===== config.mk =====
export PLATFORM = sky130hd
export DESIGN_NAME = demux4_stream
export DESIGN_NICKNAME = d
export VERILOG_FILES = /design/src/rtl/demux4_pkg.sv /design/src/rtl/demux_fifo2.sv /design/src/rtl/demux4_stream.sv
export SDC_FILE = /design/constraint.sdc
export NUM_CORES = 1
export LEC_CHECK = 0
export CAP_MARGIN = 5
export CORE_MARGIN = 3
export CORE_UTILIZATION = 50
export DETAILED_ROUTE_END_ITERATION = 8
export DONT_BUFFER_PORTS = 1
export SYNTH_ARGS = -nofsm -noshare
export SYNTH_HDL_FRONTEND = slang
export SYNTH_HIERARCHICAL = 1
export SYNTH_SLANG_ARGS = --single-unit
export TNS_END_PERCENT = 5

===== constraint.sdc =====
create_clock -name clk -period 3.7 [get_ports clk]
set_clock_uncertainty 0.15 [all_clocks]
set_input_delay 0.37 -clock clk [delete_from_list [all_inputs] [get_ports clk]]
set_output_delay 0.37 -clock clk [all_outputs]
set_load 0.03 [all_outputs]

===== src/rtl/demux4_pkg.sv =====
// Shared constants and types for the four-way stream demultiplexer.
package demux4_pkg;

  localparam int NPORTS        = 4;
  localparam int DEFAULT_WIDTH = 32;

  typedef logic [1:0] chan_sel_t;
  typedef logic [1:0] level_t;

endpackage


===== src/rtl/demux_fifo2.sv =====
// Two-entry FIFO for one demux output channel; the head word is visible as soon as it is written.
module demux_fifo2
  import demux4_pkg::*;
#(
  parameter int WIDTH = DEFAULT_WIDTH
) (
  input  logic             clk,
  input  logic             rst_n,
  input  logic             push,
  input  logic             pop,
  input  logic [WIDTH-1:0] wr_data,
  output logic [WIDTH-1:0] head,
  output logic             valid,
  output level_t           level
);

  localparam level_t LEVEL_FULL = 2'd2;

  logic [WIDTH-1:0] mem [2];
  logic             wr_ptr;
  logic             rd_ptr;
  logic             do_push;
  logic             do_pop;

  // Guard both sides locally so a misbehaving caller can never corrupt the level.
  assign do_push = push && (level != LEVEL_FULL);
  assign do_pop  = pop && valid;

  always_ff @(posedge clk) begin
    if (!rst_n) begin
      mem[0] <= '0;
      mem[1] <= '0;
      wr_ptr <= 1'b0;
      rd_ptr <= 1'b0;
      level  <= '0;
    end else begin
      if (do_push) begin
        mem[wr_ptr] <= wr_data;
        wr_ptr      <= ~wr_ptr;
      end
      if (do_pop) begin
        rd_ptr <= ~rd_ptr;
      end
      case ({do_push, do_pop})
        2'b10:   level <= level + 2'd1;
        2'b01:   level <= level - 2'd1;
        default: level <= level;
      endcase
    end
  end

  assign head  = mem[rd_ptr];
  assign valid = (level != 2'd0);

endmodule


===== src/rtl/demux4_stream.sv =====
// Four-way stream demultiplexer with a 2-entry FIFO per output channel.
// Optional broadcast input enabled by DEMUX4_BCAST_EN.
module demux4_stream
  import demux4_pkg::*;
#(
  parameter int WIDTH = DEFAULT_WIDTH,
  parameter int DEPTH = 2
) (
  input  logic                           clk,
  input  logic                           rst_n,
  input  logic [WIDTH-1:0]               in_data,
  input  logic                           in_s0,
  input  logic                           in_s1,
  input  logic                           in_valid,
  output logic                           in_ready,
`ifdef DEMUX4_BCAST_EN
  input  logic                           in_bcast,
`endif
  output logic [NPORTS-1:0][WIDTH-1:0]   out_data,
  output logic [NPORTS-1:0]              out_valid,
  input  logic [NPORTS-1:0]              out_ready,
  output level_t [NPORTS-1:0]            out_level
);

  chan_sel_t         sel;
  logic              bcast;
  logic [NPORTS-1:0] full;
  logic [NPORTS-1:0] push;

  assign sel = {in_s1, in_s0};

`ifdef DEMUX4_BCAST_EN
  assign bcast = in_bcast;
`else
  assign bcast = 1'b0;
`endif

  always_comb begin
    full = '0;
    for (int k = 0; k < NPORTS; k++) begin
      full[k] = (out_level[k] == level_t'(DEPTH));
    end
  end

  // Depends only on select and registered levels, never on out_ready.
  assign in_ready = rst_n && (bcast ? ~|full : ~full[sel]);

  always_comb begin
    push = '0;
    for (int k = 0; k < NPORTS; k++) begin
      push[k] = in_valid && in_ready && (bcast || (sel == chan_sel_t'(k)));
    end
  end

  for (genvar g = 0; g < NPORTS; g++) begin : g_chan
    demux_fifo2 #(
      .WIDTH (WIDTH)
    ) u_fifo (
      .clk     (clk),
      .rst_n   (rst_n),
      .push    (push[g]),
      .pop     (out_ready[g]),
      .wr_data (in_data),
      .head    (out_data[g]),
      .valid   (out_valid[g]),
      .level   (out_level[g])
    );
  end

endmodule


Word-level counts from Yosys, hierarchy flattened
Memories as Yosys holds them, arrays and structs flattened. A register that Yosys moved wholly into a read port is not among the register bits.
Cells that the tools add are included.
- add/subtract/negate cells: 8
- magnitude comparators: 1
- eq/ne operators: 19
- multiplexer cells: 39
- bitwise logic cells: 9
- reduce and logical (&&, ||, !) cells: 27
- operators by type and width (kind ; number):
    32-bit two-way mux ; 4
    32-bit OR reduction ; 4
    1-bit two-way mux ; 30
    2-bit == test, second input constant ; 10
    2-bit one-hot mux with 2 select lines ; 4
    2-bit nonzero test ; 8
    1-bit logical AND ; 14
    2-bit by 1-bit == test with 1-bit output, second input constant ; 5
    1-bit NOT ; 9
    2-bit by 1-bit adder with 2-bit output, second input constant ; 4
    2-bit inequality test, second input constant ; 4
    2-bit by 1-bit subtractor with 2-bit output, second input constant ; 4
    2-bit by 3-bit less-than comparator with 1-bit output, second input constant ; 1
    1-bit binary-select mux with 2-bit select ; 1
    2-bit zero test ; 1
- register bits: 16
- memory bits (writable): 256
- input port bits: 41
- word-level logic and storage cells: 119
- memories: 4
- memory list (memory ; depth ; bits a word ; read ports ; clocked after Yosys merged registers in ; write ports ; line ; text):
    g_chan[0].u_fifo.mem ; 2 ; 32 ; 1 ; 1 ; 2 ; demux_fifo2.sv:19 ; logic [WIDTH-1:0] mem [2];
    g_chan[1].u_fifo.mem ; 2 ; 32 ; 1 ; 1 ; 2 ; demux_fifo2.sv:19 ;
    g_chan[2].u_fifo.mem ; 2 ; 32 ; 1 ; 1 ; 2 ; demux_fifo2.sv:19 ;
    g_chan[3].u_fifo.mem ; 2 ; 32 ; 1 ; 1 ; 2 ; demux_fifo2.sv:19 ;

Logic depth before layout (Yosys ltp)
- word-level depth: 13
- mapped depth: 8
- gate-level depth less buffers: 8

Cells and area by module
Netlist, hierarchy kept.
- by module, submodules not included (module ; times used ; cells each ; area each (um^2)):
    demux_fifo2 ; 4 ; 231 ; 2956.6
    demux4_stream ; 1 ; 17 ; 100.1

Least setup slack after synthesis
OpenSTA, ideal clock, no wires.
- path type: reg-to-reg
- start point: register g_chan[2].u_fifo.level[0]
- end point: memory g_chan[2].u_fifo/mem[0][0] in the netlist's numbering, enable pin
- arrival time: 2.461 ns
- data required time: 3.161 ns
- path slack: 0.699 ns
- cell stages (with the launch flop): 6
- path buffers: 1
- clock period less this slack: 3.001 ns
- path through: dfxtp_1 > nor2b_1 > nor4b_1 > nand3b_2 > buf_2 > nand2_1
- RTL lines (element ; line ; text):
    from (decl) ; demux_fifo2.sv:14 ; output level_t level
    from (signal assigned) ; demux_fifo2.sv:45 ; 2'b10: level <= level + 2'd1;
    from (signal assigned) ; demux_fifo2.sv:46 ; 2'b01: level <= level - 2'd1;
    from (signal assigned) ; demux_fifo2.sv:47 ; default: level <= level;
    to (decl) ; demux_fifo2.sv:19 ;

==> flow_summary_export.csv <==
group,metric,value,unit
sta,post-route-min-period,2.86,ns
floorplanning,rows,55,
worst_setup_path,crit_type,"flip-flop to flip-flop",
job,maxCapViolations,0,
floorplanning,fp.dieW,160,µm
layout,drive_above_1_share,0.210,
worst_setup_path,crit_fanout,33,
cts,htree_levels,1,
yosys,synth.area.top_cells,"edfxtp_1 (64%), mux2_2 (11%), nor2_1 (8.1%)",
hold_path,hp-class,"input port to flip-flop",
status,status,"completed",
yosys,synth_common_cells,"nor2_1 (258), edfxtp_1 (256), nand2_1 (141)",
cts,ctsResizeCount,0,
sta,maxSlewViolCount,0,
power,powerDensity,542,nW/µm²
yosys,ys_seq_area_frac,0.678,
global_routing,antenna_found_initial,1,
worst_setup_path,cp-start-kind,"flip-flop",
sta,period_share,0.773,
cts,clkLatencyLatePin,0.53,ns
floorplanning,dieArea,25700,µm²
routing,drtIter0Drc,690,
sta,tns,0,ns
power,vdd_ir_drop_max,0.352,mV
cts,cts_root_buffer,"clkbuf_16",
yosys,synthAdderAreaFrac,0.00420,
yosys,synth-compound-area-share,0.0156,
floorplanning,fp.dieH,160,µm
yosys,syn_nets,986,
yosys,synth_cell_types,31,
floorplanning,core_region_area,23100,µm²
routing,routed_wl,31.0,mm
power,total_power,7.38,mW
yosys,syn_inst,941,
routing,wl_per_cell,23.7,µm
worst_setup_path,cp-end-kind,"flip-flop",
global_routing,grt_pass1_wl,45.4,mm
yosys,synth_area_leader_cell,"edfxtp_1",
cts,path_clk_slew,0.06,ns
yosys,synth_edf_count,256,
power,internal_power,5.59,mW
power,pwr-share-seq,0.484,
yosys,synth_most_common_cell,"nor2_1",
yosys,synthSimpleGateAreaFrac,0.150,
yosys,synth_mux_area_frac,0.121,
yosys,synth_flop_cell,"edfxtp_1",
cts,cts_tree,"done",
global_routing,grt_pass1_vias,7072,
power,power_frac_comb,0.113,
routing,vias_per_cell,5.53,
yosys,async_reset_ff_frac,0,
routing,drc,0,
yosys,ys_ff_latch,276,
sta,whs,0.0478,ns
layout,layout.nets,1019,
global_routing,grt_max_degree,149,
global_routing,overflow,0,
routing,postRouteAntennaNets,0,
cts,clockBufferDepth,3,
yosys,synth_xor_area_frac,0.00881,
placed_design,dp_hpwl,18.8,mm
floorplanning,start_util,0.517,
routing,num_vias,7220,
layout,area_delta_synth_final,14.1,%
power,switching_share,0.242,
worst_setup_path,cp.arrival,2.91,ns
yosys,synth_top_family_by_area,"simple AND/OR/NAND/NOR gates",
routing,dr.pass1.iters,6,
sta,rsz0062_at_grt,"no",
placed_design,io_buffers,0,
sta,setup_viol,0,
sta,fmax,350,MHz
yosys,synth_top_area_frac,0.645,
worst_setup_path,critical_path_required,3.75,ns
power,pwr-share-clk,0.403,
cts,cts_buffers,29,
sta,final-hold-violation-count,0,
cts,clock-sinks,276,
yosys,syn_area,11900,µm²
sta,worst_slew_pin_slew,0.787,ns
sta,relSlewSlack,0.474,
yosys,yosys_warnings,6,
floorplanning,ios,182,
power,p_sw,1.78,mW
placed_design,gp_congestion,0.787,
layout,post-route-util,0.590,
power,p_leak,4.94,nW
global_routing,grt_util_all_layers,0.237,
yosys,syn_area_per_cell,12.7,µm²
final cells by class:
type                    count  area, µm²
fillers                  1855       9450
inverters                   2       7.51
repair buffers             58        573
multi-input cells         607       3570
clock inverters            17        238
flip-flops and latches    276       8090
well taps                 313        392
diodes                      1       2.50
clock buffers              32        737
per-layer routing:
layer,part of all wire,vias up,global-route usage
li1,-,3330,-
met1,0.40,3523,0.323
met2,0.48,320,0.385
met3,0.10,45,0.0606
met4,0.024,2,0.0611
met5,0.00042,-,0
path summary, 6_finish.rpt:
kind | start | slack, ns | endpoint | cells after the start
worst max-delay path | g_chan[1].u_fifo/level[1] | 0.84 | g_chan[1].u_fifo/mem[1][10] | 7
worst max register to register | g_chan[1].u_fifo/level[1] | 0.84 | g_chan[1].u_fifo/mem[1][10] | 7
worst min-delay path | rst_n | 0.05 | g_chan[0].u_fifo/mem[1][26] | 1
worst min register to register | g_chan[2].u_fifo/rd_ptr | 0.38 | flip-flop | 2
cell families (layout without fill, tap and decap cells):
logic type	Yosys count	in the layout
XOR/XNOR	12	12
adder cells (fa/ha/maj)	4	4
AND/OR/NAND/NOR	438	438
flip-flops	276	276
AO/OA/AOI/OAI	25	25
multiplexers	128	128
buffers and inverters	58	109
other	0	1
cell usage in the layout (no fill, tap or decap), types with 5 or more instances in the layout:
| master | count |
|---|---|
| nor2_1 | 258 |
| edfxtp_1 | 256 |
| nand2_1 | 141 |
| mux2_2 | 120 |
| dlygate4sd3_1 | 32 |
| clkbuf_16 | 29 |
| buf_4 | 22 |
| dfxtp_1 | 20 |
| xnor2_1 | 12 |
| nor2b_1 | 9 |
| mux2_1 | 8 |
| bufinv_16 | 6 |
| a21boi_1 | 5 |
| or3_1 | 5 |
| o21ai_0 | 5 |
| clkinv_1 | 5 |
registers in the layout (all words and copies together) (netlist names), named ones only:
register / count
g_chan.u_fifo/rd_ptr: 4
g_chan.u_fifo/wr_ptr: 4
g_chan.u_fifo/level: 8
g_chan.u_fifo/mem: 256
metrics by stage:
step,std cells,cell area [µm²],setup slack [ns]
after floorplan,941,11900,0.699
after global placement,1223,12300,0.942
after detailed placement,1223,12300,0.866
after CTS,1305,13600,0.852
after global routing,1305,13600,0.569
final,1306,13600,0.841
repair_timing:
| action | 4_1_cts | 5_1_grt |
|---|---|---|
| hold buffers | 33 | 0 |
| setup buffers | 0 | 0 |
| endpoints found under the hold margin | 276 | 0 |
critical path, cell delays in order (launching register included):
cell     delay (ns)
dfxtp_1        0.47
inv_1          0.13
nor2_1         0.05
nor3_1         0.46
nand3_2        0.12
buf_4          0.27
nand2_1        0.47
buf_4          0.39
power by group through the flow:
stage,registers [mW],clock network (mW),logic [mW]
2_1_floorplan,3.63,0,0.611
3_3_place_gp,3.63,0,0.712
3_5_place_dp,3.63,0,0.721
4_1_cts,3.57,3.01,0.841
5_1_grt,3.58,3.16,0.880
6_report,3.57,2.97,0.834
Note: power is estimated with default switching activity, not from simulation.
